`config.mk`:
```
export PLATFORM = sky130hd
export DESIGN_NAME = pc_fetch_unit
export DESIGN_NICKNAME = d
export VERILOG_FILES = /design/src/rtl/pc_fetch_unit_pkg.sv /design/src/rtl/pc_fetch_unit.sv
export SDC_FILE = /design/constraint.sdc
export NUM_CORES = 1
export LEC_CHECK = 0
export ABC_AREA = 1
export CORE_ASPECT_RATIO = 1.25
export CORE_UTILIZATION = 40
export DETAILED_ROUTE_END_ITERATION = 7
export PLACE_DENSITY_LB_ADDON = 0.25
export SYNTH_ARGS = -nofsm -noshare
export SYNTH_HDL_FRONTEND = slang
export SYNTH_SLANG_ARGS = --single-unit
```
`constraint.sdc`:
```
create_clock -name clk -period 2.1 [get_ports clk]
set_clock_uncertainty 0.1 [all_clocks]
set_input_delay 0.42 -clock clk [delete_from_list [all_inputs] [get_ports clk]]
set_output_delay 0.42 -clock clk [all_outputs]
set_load 0.02 [all_outputs]
```
`src/rtl/pc_fetch_unit_pkg.sv`:
```
// Shared control encodings for the fetch path: FSM state codes, the default
// reset PC and the next-PC select opcodes used by the next-PC logic.
package pc_fetch_unit_pkg;

  localparam logic [1:0] ST_IDLE  = 2'd0;
  localparam logic [1:0] ST_REQ   = 2'd1;
  localparam logic [1:0] ST_RETRY = 2'd2;
  localparam logic [1:0] ST_ERR   = 2'd3;

  // Word address; byte address 0x0000_3000.
  localparam logic [29:0] RESET_PC_DEFAULT = 30'h0000_0C00;

  localparam logic [2:0] NPC_PLUS4  = 3'b000;
  localparam logic [2:0] NPC_BRANCH = 3'b001;
  localparam logic [2:0] NPC_JUMP   = 3'b010;
  localparam logic [2:0] NPC_JALR   = 3'b011;

  function automatic logic is_busy(input logic [1:0] st);
    return (st == ST_REQ) || (st == ST_RETRY);
  endfunction

endpackage

```
`src/rtl/pc_fetch_unit.sv`:
```
// Program counter plus a single-outstanding instruction fetch with a per-attempt
// timeout, bounded retries and a sticky error state left only by reset.
module pc_fetch_unit
  import pc_fetch_unit_pkg::*;
#(
  parameter logic [29:0] RESET_PC  = RESET_PC_DEFAULT,
  parameter int          TIMEOUT   = 16,
  parameter int          MAX_RETRY = 3
) (
  input  logic        clk,
  input  logic        rst,
  input  logic [31:2] npc,
  input  logic        pc_wr,
  input  logic        fetch_start,
  input  logic        imem_ack,
  input  logic [31:0] imem_rdata,
  output logic [31:2] pc,
  output logic        imem_req,
  output logic [31:2] imem_addr,
  output logic [31:0] instr,
  output logic        instr_valid,
  output logic        busy,
  output logic        fetch_err,
  output logic [1:0]  state,
  output logic [7:0]  retry_cnt
);

  // Handshake: imem_req stays high with imem_addr stable for the whole REQ
  // window; a cycle with imem_req=1 and imem_ack=1 transfers imem_rdata.
  // An ack in any other cycle carries no transfer.

  localparam int TW = (TIMEOUT > 1) ? $clog2(TIMEOUT) : 1;
  localparam logic [TW-1:0] TMO_LAST = TW'(TIMEOUT - 1);

  logic [TW-1:0] tmo_cnt;

  always_ff @(posedge clk) begin
    if (rst) begin
      pc          <= RESET_PC;
      imem_addr   <= RESET_PC;
      instr       <= '0;
      instr_valid <= 1'b0;
      state       <= ST_IDLE;
      tmo_cnt     <= '0;
      retry_cnt   <= '0;
    end else begin
      instr_valid <= 1'b0;
      if (pc_wr) pc <= npc;
      case (state)
        ST_IDLE: begin
          if (fetch_start) begin
            // Write-through: a same-cycle PC write is the address fetched.
            imem_addr <= pc_wr ? npc : pc;
            tmo_cnt   <= '0;
            retry_cnt <= '0;
            state     <= ST_REQ;
          end
        end
        ST_REQ: begin
          // Ack wins over a timeout expiring in the same cycle.
          if (imem_ack) begin
            instr       <= imem_rdata;
            instr_valid <= 1'b1;
            state       <= ST_IDLE;
          end else begin
            tmo_cnt <= tmo_cnt + 1'b1;
            if (tmo_cnt == TMO_LAST) state <= ST_RETRY;
          end
        end
        ST_RETRY: begin
          retry_cnt <= retry_cnt + 8'd1;
          tmo_cnt   <= '0;
          state     <= (retry_cnt < 8'(MAX_RETRY)) ? ST_REQ : ST_ERR;
        end
        ST_ERR: begin
          state <= ST_ERR;
        end
        default: state <= ST_IDLE;
      endcase
    end
  end

  assign imem_req  = (state == ST_REQ);
  assign busy      = is_busy(state);
  assign fetch_err = (state == ST_ERR);

endmodule
```
# ---- After elaboration in Yosys (flattened, before gate mapping)
# Cells that the tools add are included.
dict set report totals {
  ff_bits 107
  in_bits 67
  out_inout_bits 106
  word_cells 40
}
dict set report op_classes {
  add_sub_neg 2
  n_lt_le_gt_ge 1
  n_eq_ne 7
  mux 12
  bitwise 1
  reduce_logical 10
}
# operator n
set ops {}
lappend ops {{2-to-1 mux 30 bit} 1}
lappend ops {{one-hot mux 8 bit (2 select lines)} 1}
lappend ops {{one-hot mux 4 bit (3 select lines)} 1}
lappend ops {{adder 8 x 1 -> 8 bit, second input constant} 1}
lappend ops {{less-than comparator 8 x 2 -> 1 bit, second input constant} 1}
lappend ops {{2-to-1 mux 2 bit} 4}
lappend ops {{2-to-1 mux 4 bit} 2}
lappend ops {{2-to-1 mux 8 bit} 1}
lappend ops {{one-hot mux 2 bit (4 select lines)} 1}
lappend ops {{AND reduction 2 bit} 4}
lappend ops {{adder 4 x 1 -> 4 bit, second input constant} 1}
lappend ops {{equality test 2 bit, second input constant} 2}
lappend ops {{equality test 4 bit, second input constant} 1}
lappend ops {{inequality test 2 bit, second input constant} 2}
lappend ops {{inequality test 3 x 2 -> 1 bit, second input constant} 1}
lappend ops {{AND reduction 3 bit} 1}
lappend ops {{nonzero test 3 bit} 1}
lappend ops {{equality test 2 x 1 -> 1 bit, second input constant} 1}
lappend ops {{logical NOT 2 bit} 1}
lappend ops {{nonzero test 2 bit} 1}
lappend ops {{OR reduction 2 bit} 1}
lappend ops {{logical OR 1 bit} 1}
lappend ops {{2-to-1 mux 1 bit} 1}
lappend ops {{inverter 1 bit} 1}

# ---- Depth between registers and ports, before layout
dict set report logic_depth {
  word_depth 4
  mapped_depth 9
  depth_no_buf 9
}

# ---- Worst setup path after synthesis
# No wires, ideal clock.
dict set report synth_timing {
  path_kind {reg-to-reg}
  startpoint {reg state[0]}
  endpoint {reg instr[1]}
  setup_ps 65
  arrival_ps 1601
  required_time_ps 1935
  setup_slack_ps 335
  path_stages_with_launch 7
  n_path_buf 1
  period_less_slack_ps 1765
  path_cell_list {dfxtp_1 -> ha_1 -> nand2_1 -> inv_1 -> buf_1 -> nor2_1 -> nor2_1}
}
dict set report synth_between {
  elab_chain_len 2
}
# element line_no
set synth_rtl {}
lappend synth_rtl {{start: declaration} pc_fetch_unit.sv:24} ;# output logic [1:0] state,
lappend synth_rtl {{start signal: assignment} pc_fetch_unit.sv:73} ;# state <= (retry_cnt < 8'(MAX_RETRY)) ? ST_REQ : ST_ERR;
lappend synth_rtl {{equality test 2 x 1 -> 1 bit} -}
lappend synth_rtl {{named net imem_req} pc_fetch_unit.sv:18} ;# output logic imem_req,
lappend synth_rtl {{AND reduction 2 bit (no line)} -}
lappend synth_rtl {{end signal: assignment} pc_fetch_unit.sv:62} ;# instr <= imem_rdata;
lappend synth_rtl {{end: declaration} pc_fetch_unit.sv:20} ;# output logic [31:0] instr,
# The timed path passes the listed nets, and every way through them passes these cells.
# A chain may end at the register's enable or synchronous reset.

# ---- Worst setup path after layout
dict set report layout_timing {
  startpoint {reg state[1]}
  endpoint {out busy}
}
dict set report layout_between {
  elab_chain_len 2
}
# element line_no
set layout_rtl {}
lappend layout_rtl {{equality test 2 x 1 -> 1 bit or equality test 2 bit (tied branches)} pc_fetch_unit_pkg.sv:19} ;# return (st == ST_REQ) || (st == ST_RETRY);
lappend layout_rtl {{logical OR 1 bit *} pc_fetch_unit_pkg.sv:19}
lappend layout_rtl {{end: declaration} pc_fetch_unit.sv:22} ;# output logic busy,
# Every way passes the cells marked *; elsewhere a longest branch is shown, timed or not.

==> out/metrics.csv <==
stage,metric,value,unit
run_status,outcome,finished clean,
floorplan,core footprint,9610,µm²
clocking,Clock Tree Buf Depth,2,
sta,Slew Limit Fails,0,
pwr,NetSw,1.43,mW
pwr,maximum VDD drop,0.606,mV
clocking,clk sinks,107,
floorplan,Die Y-Extent,113,µm
pwr,LEAKAGE,2.44,nW
cells_and_area,Final Non-Filler Cells,749,
cells_and_area,area of the multi-input gates,1600,µm²
logic_synthesis,largest area contributor in the synthesized netlist,dfxtp_1,
sta,Tmin final,1.98,ns
clocking,clock-pin slew on the worst setup and hold paths,0.06,ns
logic_synthesis,Synthesized Nets,527,
logic_synthesis,"EDFF count, synth",0,
detailed_routing,vias per cell,4.86,
pwr,Switching Share,0.277,
detailed_routing,number of remaining DRC errors,0,
logic_synthesis,"top cells by area, synth","dfxtp_1 (54%), nor2_1 (10%), mux2i_1 (7.1%)",
clocking,htree depth,3,
setup_path,"Max FO, Critical Path",5,
detailed_routing,post-route ant nets,0,
place,Inst Count DP,733,
flow_run,max_cap viols,0,
cells_and_area,sequential cell area,2140,µm²
clocking,clock latency at the later pin of the worst-skew pair,0.33,ns
floorplan,Starting Density,0.413,
detailed_routing,total number of vias,3638,
floorplan,Die X,91.1,µm
pwr,Clk network pwr share,0.328,
logic_synthesis,Yosys top cell area share,0.540,
setup_path,critical path required time,1.58,ns
cells_and_area,ANT cells,0,
sta,setup TNS,0,ns
setup_path,Crit path largest cell delay,0.41,ns
sta,Worst-Margin Slew,0.335,ns
clocking,Hold Buf Count CTS,0,
logic_synthesis,"Cell Area, Synth",3970,µm²
floorplan,die area,10300,µm²
logic_synthesis,Seq cells post-synth,107,
sta,"Setup violations, final",0,
cells_and_area,P&R area growth vs syn,54.5,%
cells_and_area,Nets,692,
pwr,Overall Power,5.14,mW
logic_synthesis,register area share after synthesis,0.540,
pwr,Gate power share,0.227,
global_route,GRT overflow,0,
pwr,Cell Int Power,3.72,mW
global_route,number of global-route vias before repair,3515,
setup_path,CP Capture Type,output pin,
logic_synthesis,average cell area after synthesis,8.76,µm²
logic_synthesis,Main synth FF type,dfxtp_1,
global_route,initial antenna violation count,0,
logic_synthesis,Netlist cell types,29,
logic_synthesis,Syn Inst Count,453,
logic_synthesis,Ys Warns,0,
logic_synthesis,"count leader, synth",nor2_1,
setup_path,CP max stage cell,dfxtp_1,
place,post-DP HPWL,7220,µm
floorplan,cell row count,40,
cells_and_area,fill count,807,
place,gpl congestion,0.832,
cells_and_area,share of cells above drive strength 1,0.0626,
detailed_routing,First-pass DRT Iterations,4,
global_route,pin count of the biggest net entering global routing,57,
setup_path,Crit Path Class,register to output pin,
setup_path,"Critical Path, Cell by Cell",inv_1 > ha_1 > dlygate4sd2_1,
pwr,power density cells,839,nW/µm²
hold_path,Worst Hold Class,register to register,
logic_synthesis,"FFs w/ async S/R, synth",0,
global_route,wire length of the first global-routing pass,16700,µm
clocking,Root Buffer,clkbuf_16,
floorplan,# IOs,173,
setup_path,CP startpoint kind,register,
global_route,overall routing resource usage,0.203,
detailed_routing,Detailed Route WL,10300,µm
sta,RSZ-0062 raised after global routing,false,
sta,Final Hold Fails,0,
clocking,CTS tree,built,
setup_path,Worst EP arrival,1.46,ns
detailed_routing,DR WL/cell,13.8,µm
sta,fmax,0.505,GHz
detailed_routing,First DRT Iteration DRCs,157,
sta,Setup WS post-layout,0.119,ns
place,Placement Setup Slack,0.194,ns
pwr,Sequential Power Share,0.445,
place,IO buf count,172,
clocking,CTS buffer count,9,
clocking,# Post-CTS Setup Buffers,0,
logic_synthesis,commonest cells in the netlist,"nor2_1 (110), dfxtp_1 (107), o21ai_0 (50), a21oi_1 (35), mux2i_1 (28)",
sta,slew margin rel.,0.777,
sta,Final period util,0.943,
final timing paths:
check | cells after the start | slack [ns] | startpoint | end
setup / recovery | 3 | 0.12 | state[1]$_SDFFE_PP0P_ | busy
hold / removal | 2 | 0.38 | tmo_cnt[2]$_SDFFE_PP0P_ | tmo_cnt[2]$_SDFFE_PP0P_
setup reg to reg | 7 | 0.37 | state[0]$_SDFFE_PP0P_ | retry_cnt[5]$_SDFFE_PP0P_
hold reg to reg | 2 | 0.38 | tmo_cnt[2]$_SDFFE_PP0P_ | tmo_cnt[2]$_SDFFE_PP0P_
placed cells by master (no fill, tap or decap), drive strengths merged, types with 7 or more instances in the layout:
master	count
clkdlybuf4s50	168
nor2	111
dfxtp	107
o21ai	66
a21oi	40
mux2i	28
nand2	25
inv	23
clkbuf	11
buf	10
nand3	7
ha	7
layer usage:
metal,up-vias,global-route usage,wire (µm)
met3,12,0.0733,984
li1,1827,-,-
met1,1650,0.234,4290
met2,149,0.344,4930
met5,-,0,0
met4,0,0.0794,116
worst max-delay path, delay by kind of cell (launching register included):
family	cells	cell delay (ns)
buf+inv	2	0.44
flops	1	0.41
fa+ha+maj	1	0.29
repair_timing:
action	in CTS	in global routing
resized for setup	3	0
endpoints found under the setup margin	3	0
endpoints found under the hold margin	0	0
power by group through the flow:
stage | clock, mW | combinational [mW] | sequential (mW)
2_1_floorplan | 0 | 0.404 | 2.53
3_3_place_gp | 0 | 1.16 | 2.33
3_5_place_dp | 0 | 1.18 | 2.33
4_1_cts | 1.74 | 1.18 | 2.29
5_1_grt | 1.82 | 1.27 | 2.31
6_report | 1.69 | 1.17 | 2.29
cell type report:
| class | count | share of cell area |
|---|---|---|
| clock inverter | 5 | 0.0100 |
| multi-input combinational | 297 | 0.261 |
| timing repair buffer | 181 | 0.301 |
| tap | 126 | 0.0257 |
| inverter | 22 | 0.0135 |
| sequential | 107 | 0.349 |
| clock buffer | 11 | 0.0396 |
registers in the layout, indices dropped and copies added, names as in the netlist:
register	count
pc	30
imem_addr	30
instr_valid	1
retry_cnt	8
instr	32
state	2
tmo_cnt	4
cell families (layout without fill, tap and decap cells):
kind of cell,count (synthesis),count (layout),synth area share
AO/OA/AOI/OAI,112,112,0.154
multiplexers,28,28,0.0706
XOR/XNOR,2,2,0.00442
adder cells (fa/ha/maj),7,7,0.0221
AND/OR/NAND/NOR,148,148,0.152
flip-flops,107,107,0.540
buffers and inverters,49,219,0.0564
metrics by stage:
| stage | area [µm²] | hold WS [ns] | utilization |
|---|---|---|---|
| 2_1_floorplan | 3970 | 0.347 | - |
| 3_3_place_gp | 5830 | 0.352 | 0.607 |
| 3_5_place_dp | 5830 | 0.360 | 0.607 |
| 4_1_cts | 6130 | 0.381 | 0.638 |
| 5_1_grt | 6130 | 0.402 | 0.638 |
| 6_report | 6130 | 0.381 | 0.638 |
(Power assumes the default switching activity.)
